===== config.mk =====
export PLATFORM = sky130hd
export DESIGN_NAME = id_ex_stage
export DESIGN_NICKNAME = d
export VERILOG_FILES = /design/src/rtl/core_pkg.sv /design/src/rtl/id_ex_hazard.sv /design/src/rtl/id_ex_stage.sv
export SDC_FILE = /design/constraint.sdc
export NUM_CORES = 1
export LEC_CHECK = 0
export CORE_AREA = 2 2 152 154
export CTS_CLUSTER_DIAMETER = 60
export CTS_CLUSTER_SIZE = 30
export DETAILED_ROUTE_END_ITERATION = 6
export DIE_AREA = 0 0 154 156
export GPL_TIMING_DRIVEN = 1
export HOLD_SLACK_MARGIN = 0.08
export PLACE_DENSITY = 0.72
export SYNTH_ARGS = -nofsm -noshare
export SYNTH_HDL_FRONTEND = slang
export SYNTH_SLANG_ARGS = --single-unit

===== constraint.sdc =====
create_clock -name clk -period 1.7 [get_ports clk]
set_input_delay 0.255 -clock clk [delete_from_list [all_inputs] [get_ports clk]]
set_output_delay 0.255 -clock clk [all_outputs]
set_load 0.03 [all_outputs]

===== src/rtl/core_pkg.sv =====
// Shared types and constants for the RV32I pipeline: the decode control word
// and the write-back source encodings used by the hazard logic.
package core_pkg;

    typedef struct packed {
        logic       ru_wr;
        logic [2:0] imm_src;
        logic       alu_a_src;
        logic       alu_b_src;
        logic [4:0] br_op;
        logic [3:0] alu_op;
        logic       dm_wr;
        logic [2:0] dm_ctrl;
        logic [1:0] ru_data_wr_src;
    } ctrl_t;

    localparam logic [1:0] WB_SRC_ALU  = 2'b00;
    localparam logic [1:0] WB_SRC_MEM  = 2'b01;
    localparam logic [1:0] WB_SRC_PC4  = 2'b10;
    localparam logic [4:0] BR_NONE     = 5'b00000;
    localparam ctrl_t      CTRL_BUBBLE = '0;

    // Instruction writes the register file with data that only exists after MEM.
    function automatic logic is_load_wb(input ctrl_t c);
        return c.ru_wr && (c.ru_data_wr_src == WB_SRC_MEM);
    endfunction

endpackage


===== src/rtl/id_ex_hazard.sv =====
// Load-use hazard detection and IF/ID stall request; purely combinational.
module id_ex_hazard
    import core_pkg::*;
(
    input  logic       id_valid,
    input  logic [4:0] id_rs1,
    input  logic [4:0] id_rs2,
    input  logic       id_rs1_used,
    input  logic       id_rs2_used,
    input  logic       ex_valid,
    input  ctrl_t      ex_ctrl,
    input  logic [4:0] ex_rd,
    input  logic       ex_flush,
    input  logic       ex_hold,
    output logic       hz,
    output logic       id_stall
);

    logic src_match;

    always_comb begin
        src_match = (id_rs1_used && (id_rs1 == ex_rd)) ||
                    (id_rs2_used && (id_rs2 == ex_rd));
        // x0 is never really written, so a load targeting it cannot create a dependency
        hz        = id_valid && ex_valid && is_load_wb(ex_ctrl) &&
                    (ex_rd != 5'd0) && src_match;
        id_stall  = (hz || ex_hold) && !ex_flush;
    end

endmodule


===== src/rtl/id_ex_stage.sv =====
// ID/EX pipeline register with load-use bubble insertion and EX-branch squash.
// Build option: define ID_EX_PERF_CNT_EN to add saturating stall/flush counters.
module id_ex_stage
    import core_pkg::*;
#(
    parameter int XLEN = 32
`ifdef ID_EX_PERF_CNT_EN
    , parameter int PERF_W = 16
`endif
) (
    input  logic            clk,
    input  logic            rst_n,
    input  logic            id_valid,
    input  logic            id_ruWr,
    input  logic [2:0]      id_immSrc,
    input  logic            id_aluASrc,
    input  logic            id_aluBSrc,
    input  logic [4:0]      id_brOp,
    input  logic [3:0]      id_aluOp,
    input  logic            id_dmWr,
    input  logic [2:0]      id_dmCtrl,
    input  logic [1:0]      id_ruDataWrSrc,
    input  logic [XLEN-1:0] id_pc,
    input  logic [XLEN-1:0] id_rs1_data,
    input  logic [XLEN-1:0] id_rs2_data,
    input  logic [XLEN-1:0] id_imm,
    input  logic [4:0]      id_rs1,
    input  logic [4:0]      id_rs2,
    input  logic [4:0]      id_rd,
    input  logic            id_rs1_used,
    input  logic            id_rs2_used,
    input  logic            ex_flush,
    input  logic            ex_hold,
    output logic            id_stall,
    output logic            ex_valid,
    output logic            ex_ruWr,
    output logic [2:0]      ex_immSrc,
    output logic            ex_aluASrc,
    output logic            ex_aluBSrc,
    output logic [4:0]      ex_brOp,
    output logic [3:0]      ex_aluOp,
    output logic            ex_dmWr,
    output logic [2:0]      ex_dmCtrl,
    output logic [1:0]      ex_ruDataWrSrc,
    output logic [XLEN-1:0] ex_pc,
    output logic [XLEN-1:0] ex_rs1_data,
    output logic [XLEN-1:0] ex_rs2_data,
    output logic [XLEN-1:0] ex_imm,
    output logic [4:0]      ex_rs1,
    output logic [4:0]      ex_rs2,
    output logic [4:0]      ex_rd
`ifdef ID_EX_PERF_CNT_EN
    , output logic [PERF_W-1:0] perf_stall_cnt
    , output logic [PERF_W-1:0] perf_flush_cnt
`endif
);

    ctrl_t           ctrl_q, ctrl_d, id_ctrl;
    logic            valid_q, valid_d;
    logic [XLEN-1:0] pc_q, pc_d;
    logic [XLEN-1:0] rs1_data_q, rs1_data_d;
    logic [XLEN-1:0] rs2_data_q, rs2_data_d;
    logic [XLEN-1:0] imm_q, imm_d;
    logic [4:0]      rs1_q, rs1_d;
    logic [4:0]      rs2_q, rs2_d;
    logic [4:0]      rd_q, rd_d;
    logic            hz;

    id_ex_hazard u_hazard (
        .id_valid    (id_valid),
        .id_rs1      (id_rs1),
        .id_rs2      (id_rs2),
        .id_rs1_used (id_rs1_used),
        .id_rs2_used (id_rs2_used),
        .ex_valid    (valid_q),
        .ex_ctrl     (ctrl_q),
        .ex_rd       (rd_q),
        .ex_flush    (ex_flush),
        .ex_hold     (ex_hold),
        .hz          (hz),
        .id_stall    (id_stall)
    );

    // An empty ID slot must never write the register file or memory downstream.
    always_comb begin
        id_ctrl                = '0;
        id_ctrl.ru_wr          = id_ruWr && id_valid;
        id_ctrl.imm_src        = id_immSrc;
        id_ctrl.alu_a_src      = id_aluASrc;
        id_ctrl.alu_b_src      = id_aluBSrc;
        id_ctrl.br_op          = id_brOp;
        id_ctrl.alu_op         = id_aluOp;
        id_ctrl.dm_wr          = id_dmWr && id_valid;
        id_ctrl.dm_ctrl        = id_dmCtrl;
        id_ctrl.ru_data_wr_src = id_ruDataWrSrc;
    end

    always_comb begin
        ctrl_d     = ctrl_q;
        valid_d    = valid_q;
        pc_d       = pc_q;
        rs1_data_d = rs1_data_q;
        rs2_data_d = rs2_data_q;
        imm_d      = imm_q;
        rs1_d      = rs1_q;
        rs2_d      = rs2_q;
        rd_d       = rd_q;
        if (ex_flush || (!ex_hold && hz)) begin
            ctrl_d     = CTRL_BUBBLE;
            valid_d    = 1'b0;
            pc_d       = '0;
            rs1_data_d = '0;
            rs2_data_d = '0;
            imm_d      = '0;
            rs1_d      = '0;
            rs2_d      = '0;
            rd_d       = '0;
        end else if (!ex_hold) begin
            ctrl_d     = id_ctrl;
            valid_d    = id_valid;
            pc_d       = id_pc;
            rs1_data_d = id_rs1_data;
            rs2_data_d = id_rs2_data;
            imm_d      = id_imm;
            rs1_d      = id_rs1;
            rs2_d      = id_rs2;
            rd_d       = id_rd;
        end
    end

    always_ff @(posedge clk or negedge rst_n) begin
        if (!rst_n) begin
            ctrl_q     <= CTRL_BUBBLE;
            valid_q    <= 1'b0;
            pc_q       <= '0;
            rs1_data_q <= '0;
            rs2_data_q <= '0;
            imm_q      <= '0;
            rs1_q      <= '0;
            rs2_q      <= '0;
            rd_q       <= '0;
        end else begin
            ctrl_q     <= ctrl_d;
            valid_q    <= valid_d;
            pc_q       <= pc_d;
            rs1_data_q <= rs1_data_d;
            rs2_data_q <= rs2_data_d;
            imm_q      <= imm_d;
            rs1_q      <= rs1_d;
            rs2_q      <= rs2_d;
            rd_q       <= rd_d;
        end
    end

    assign ex_valid       = valid_q;
    assign ex_ruWr        = ctrl_q.ru_wr;
    assign ex_immSrc      = ctrl_q.imm_src;
    assign ex_aluASrc     = ctrl_q.alu_a_src;
    assign ex_aluBSrc     = ctrl_q.alu_b_src;
    assign ex_brOp        = ctrl_q.br_op;
    assign ex_aluOp       = ctrl_q.alu_op;
    assign ex_dmWr        = ctrl_q.dm_wr;
    assign ex_dmCtrl      = ctrl_q.dm_ctrl;
    assign ex_ruDataWrSrc = ctrl_q.ru_data_wr_src;
    assign ex_pc          = pc_q;
    assign ex_rs1_data    = rs1_data_q;
    assign ex_rs2_data    = rs2_data_q;
    assign ex_imm         = imm_q;
    assign ex_rs1         = rs1_q;
    assign ex_rs2         = rs2_q;
    assign ex_rd          = rd_q;

`ifdef ID_EX_PERF_CNT_EN
    logic [PERF_W-1:0] stall_cnt_q, stall_cnt_d;
    logic [PERF_W-1:0] flush_cnt_q, flush_cnt_d;

    // Stall count includes cycles where a hold keeps a hazard pending.
    always_comb begin
        stall_cnt_d = stall_cnt_q;
        flush_cnt_d = flush_cnt_q;
        if (hz && !ex_flush && (stall_cnt_q != '1)) begin
            stall_cnt_d = stall_cnt_q + 1'b1;
        end
        if (ex_flush && (flush_cnt_q != '1)) begin
            flush_cnt_d = flush_cnt_q + 1'b1;
        end
    end

    always_ff @(posedge clk or negedge rst_n) begin
        if (!rst_n) begin
            stall_cnt_q <= '0;
            flush_cnt_q <= '0;
        end else begin
            stall_cnt_q <= stall_cnt_d;
            flush_cnt_q <= flush_cnt_d;
        end
    end

    assign perf_stall_cnt = stall_cnt_q;
    assign perf_flush_cnt = flush_cnt_q;
`endif

endmodule


==> results.sh <==
export IMPL_critPathLaunchType="flop"
export IMPL_end_kind="output pin"
export IMPL_core_area_mm2=0.0224
export IMPL_ios=337
export IMPL_netlist_area_mm2=0.00770
export IMPL_final_antenna_net_count=0
export IMPL_wl_per_cell_um=19.1
export IMPL_cts_root_buf="clkbuf_16"
export IMPL_cts_made_buffers=17
export IMPL_cpMaxStageDelayCell="or4_4"
export IMPL_finalInstanceArea_mm2=0.0130
export IMPL_drive_above_1_share_pct=12.2
export IMPL_grt_max_degree=85
export IMPL_cp_top_family="simple AND/OR/NAND/NOR gates"
export IMPL_path_clk_slew_ns=0.07
export IMPL_netlist_instances=781
export IMPL_ys_ff_latch=165
export IMPL_required_ns=1.44
export IMPL_crit_chain="or4_4 -> o211ai_4 -> nor2_2 -> a21o_2 -> buf_6"
export IMPL_gr_total_overflow=0
export IMPL_crit_type="reg2out"
export IMPL_gp_congestion=0.838
export IMPL_outcome="complete, but fails checks"
export IMPL_yosysWarnings=0
export IMPL_clock_latency_ns=0.42
export IMPL_worstMarginPinSlew_ns=0.435
export IMPL_slew_viol_final=0
export IMPL_power_density_mw_per_mm2=883
export IMPL_setup_viol=232
export IMPL_dpl_hpwl_mm=18.8
export IMPL_grt_pass1_vias=7618
export IMPL_leakagePower_nw=6.02
export IMPL_synth_most_common_cell="dfrtp_1"
export IMPL_grtUsageTotal_pct=22.0
export IMPL_hp_class="in2async"
export IMPL_htreeDepth=4
export IMPL_rsz0062_at_grt="yes"
export IMPL_syn_nets=952
export IMPL_num_vias=7852
export IMPL_synth_commonest_cells="dfrtp_1, nand2_1, a32oi_1"
export IMPL_cts_max_path_buffers=2
export IMPL_yosys_cell_types_count=27
export IMPL_grt_pass1_wl_mm=42.4
export IMPL_yosysTopAreaCell="dfrtp_1"
export IMPL_dieWidth_um=154
export IMPL_num_rows=55
export IMPL_first_pass_iters=5
export IMPL_min_period_ns=2.29
export IMPL_io_buffers=336
export IMPL_seq_area_frac_synth_pct=53.6
export IMPL_fin_cells=1435
export IMPL_cp_slowest_stage_delay_ns=0.55
export IMPL_wl_mm=27.4
export IMPL_hold_viol_final=0
export IMPL_netlist_area_leader_share_pct=53.6
export IMPL_post_place_ws_ns=-0.351
export IMPL_drc=0
export IMPL_violations="negative setup slack"
export IMPL_synth_edff_count=0
export IMPL_start_util_pct=34.4
export IMPL_async_reset_ff_share_pct=100
export IMPL_layout_nets=1308
export IMPL_fin_ws_ns=-0.588
export IMPL_fin_crit_sh_pct=135
export IMPL_ys_flop_type="dfrtp_1"
export IMPL_cts_sinks=165
export IMPL_antenna_found_initial=0
export IMPL_synth_area_top_cells="dfrtp_1, a32oi_1, nand2_1, o21ai_0, o21ai_1"
export IMPL_place_area_mm2=0.0120
export IMPL_fp_dieArea_mm2=0.0240
export IMPL_fin_util_pct=58.1
export IMPL_synthToLayoutAreaGrowth_pct=68.6
export IMPL_maxCapViolCount=0
export IMPL_drt_iter0_drc=576
export IMPL_relSlewSlack_pct=70.6
export IMPL_ir_drop_v=0.000546
export IMPL_critPathArrivalTime_ns=2.03
export IMPL_finClkSkew_ns=0.0137
export IMPL_viasPerCell=5.47
export IMPL_path_max_fanout=2
export IMPL_n_antenna_cell=0
export IMPL_path_buf_inv=1
export IMPL_dp_cells=1392
export IMPL_cts_tree="done"
export IMPL_die_height_um=156
export IMPL_syn_avg_cell_area_um2=9.86
export IMPL_fmax_mhz=437
-- worst paths after layout --
check	slack, ns	start	depth (start not counted)	to
setup / recovery	-0.59	ex_rd[4]	5	id_stall
hold / removal	0.29	rst_n	2	ex_rs2[0]
setup reg to reg	-0.41	ex_rd[4]	7	ex_imm[28]
hold reg to reg	0.50	ex_immSrc[0]	2	ex_immSrc[0]
max in group asynchronous	0.74	rst_n	3	ex_rs1_data[27]
min in group clk	0.40	id_imm[7]	3	ex_imm[7]
-- placed cells by master, fill, tap and decap left out, types with 3 or more instances in the layout --
master and count:
xnor2_2 3, nand2_1 160, a21o_1 10, buf_12 24, inv_6 7, o221ai_1 5
inv_8 3, nand3_1 5, dfrtp_1 160, buf_6 6, a22o_1 10, clkdlybuf4s50_1 268
bufbuf_16 4, xnor2_1 7, o21ai_0 45, clkbuf_16 18, dfrtp_2 5, o21ai_1 105
nor3b_1 10, buf_8 3, buf_4 54, a32oi_1 148, dlymetal6s2s_1 65
-- logic make-up (layout without fill, tap and decap cells) --
kind of cell    Yosys count  after routing  synth area share (%)
buf+inv                  93            462                  5.43
xor+xnor                 10             10                  1.14
flops                   165            165                  53.6
compound gates          329            329                  29.9
simple gates            184            184                  9.93
-- area by class of cell --
class / instances / area [um^2]
Clock inverter: 14 / 133
Fill cell: 1844 / 9380
Sequential cell: 165 / 4140
Timing Repair Buffer: 428 / 4700
Inverter: 2 / 7.51
Multi-Input combinational cell: 523 / 3220
Tap cell: 285 / 357
Clock buffer: 18 / 439
-- power breakdown --
group	leakage, nW	switching (mW)	internal [mW]
clock network	0.282	1.83	1.99
registers	2.09	0.222	4.30
logic	3.64	1.69	1.44
total	6.02	3.75	7.73
-- through the flow --
stage / power, mW / hold WS (ns) / setup TNS (ns)
finish: 11.5 / 0.293 / -48.57
floorplan: 6.00 / -0.0406 / -21.00
global placement: 7.68 / 0.187 / -41.11
global route: 12.0 / 0.304 / -63.32
detailed placement: 7.72 / 0.186 / -47.29
CTS: 11.6 / 0.306 / -38.73
-- metal layers --
layer | vias up | global-route usage [%] | wire, um
met1 | 3837 | 29.9 | 12100
met3 | 24 | 5.53 | 1770
li1 | 3687 | - | -
met4 | 0 | 5.96 | 343
met5 | - | 0 | 0
met2 | 304 | 35.1 | 13200
-- state kept, by name (all words and copies together), names as in the netlist --
register	count
ex_aluASrc	1
ex_imm	32
ex_rd	5
ex_valid	1
ex_aluBSrc	1
ex_rs2	5
ex_rs2_data	32
ex_rs1	5
ex_rs1_data	32
ex_ruWr	1
ex_dmWr	1
ex_pc	32
ex_aluOp	4
ex_ruDataWrSrc	2
ex_brOp	5
ex_immSrc	3
ex_dmCtrl	3
-- timing repair --
item                       4_1_cts  5_1_grt
gates cloned                     5        1
hold endpoints to repair        31        0
hold buffers                     1        0
pin swaps                        2        5
setup endpoints to repair      331      330
gates resized for setup         12       76
buffers inserted                 1        4
(Power assumes the default switching activity.)
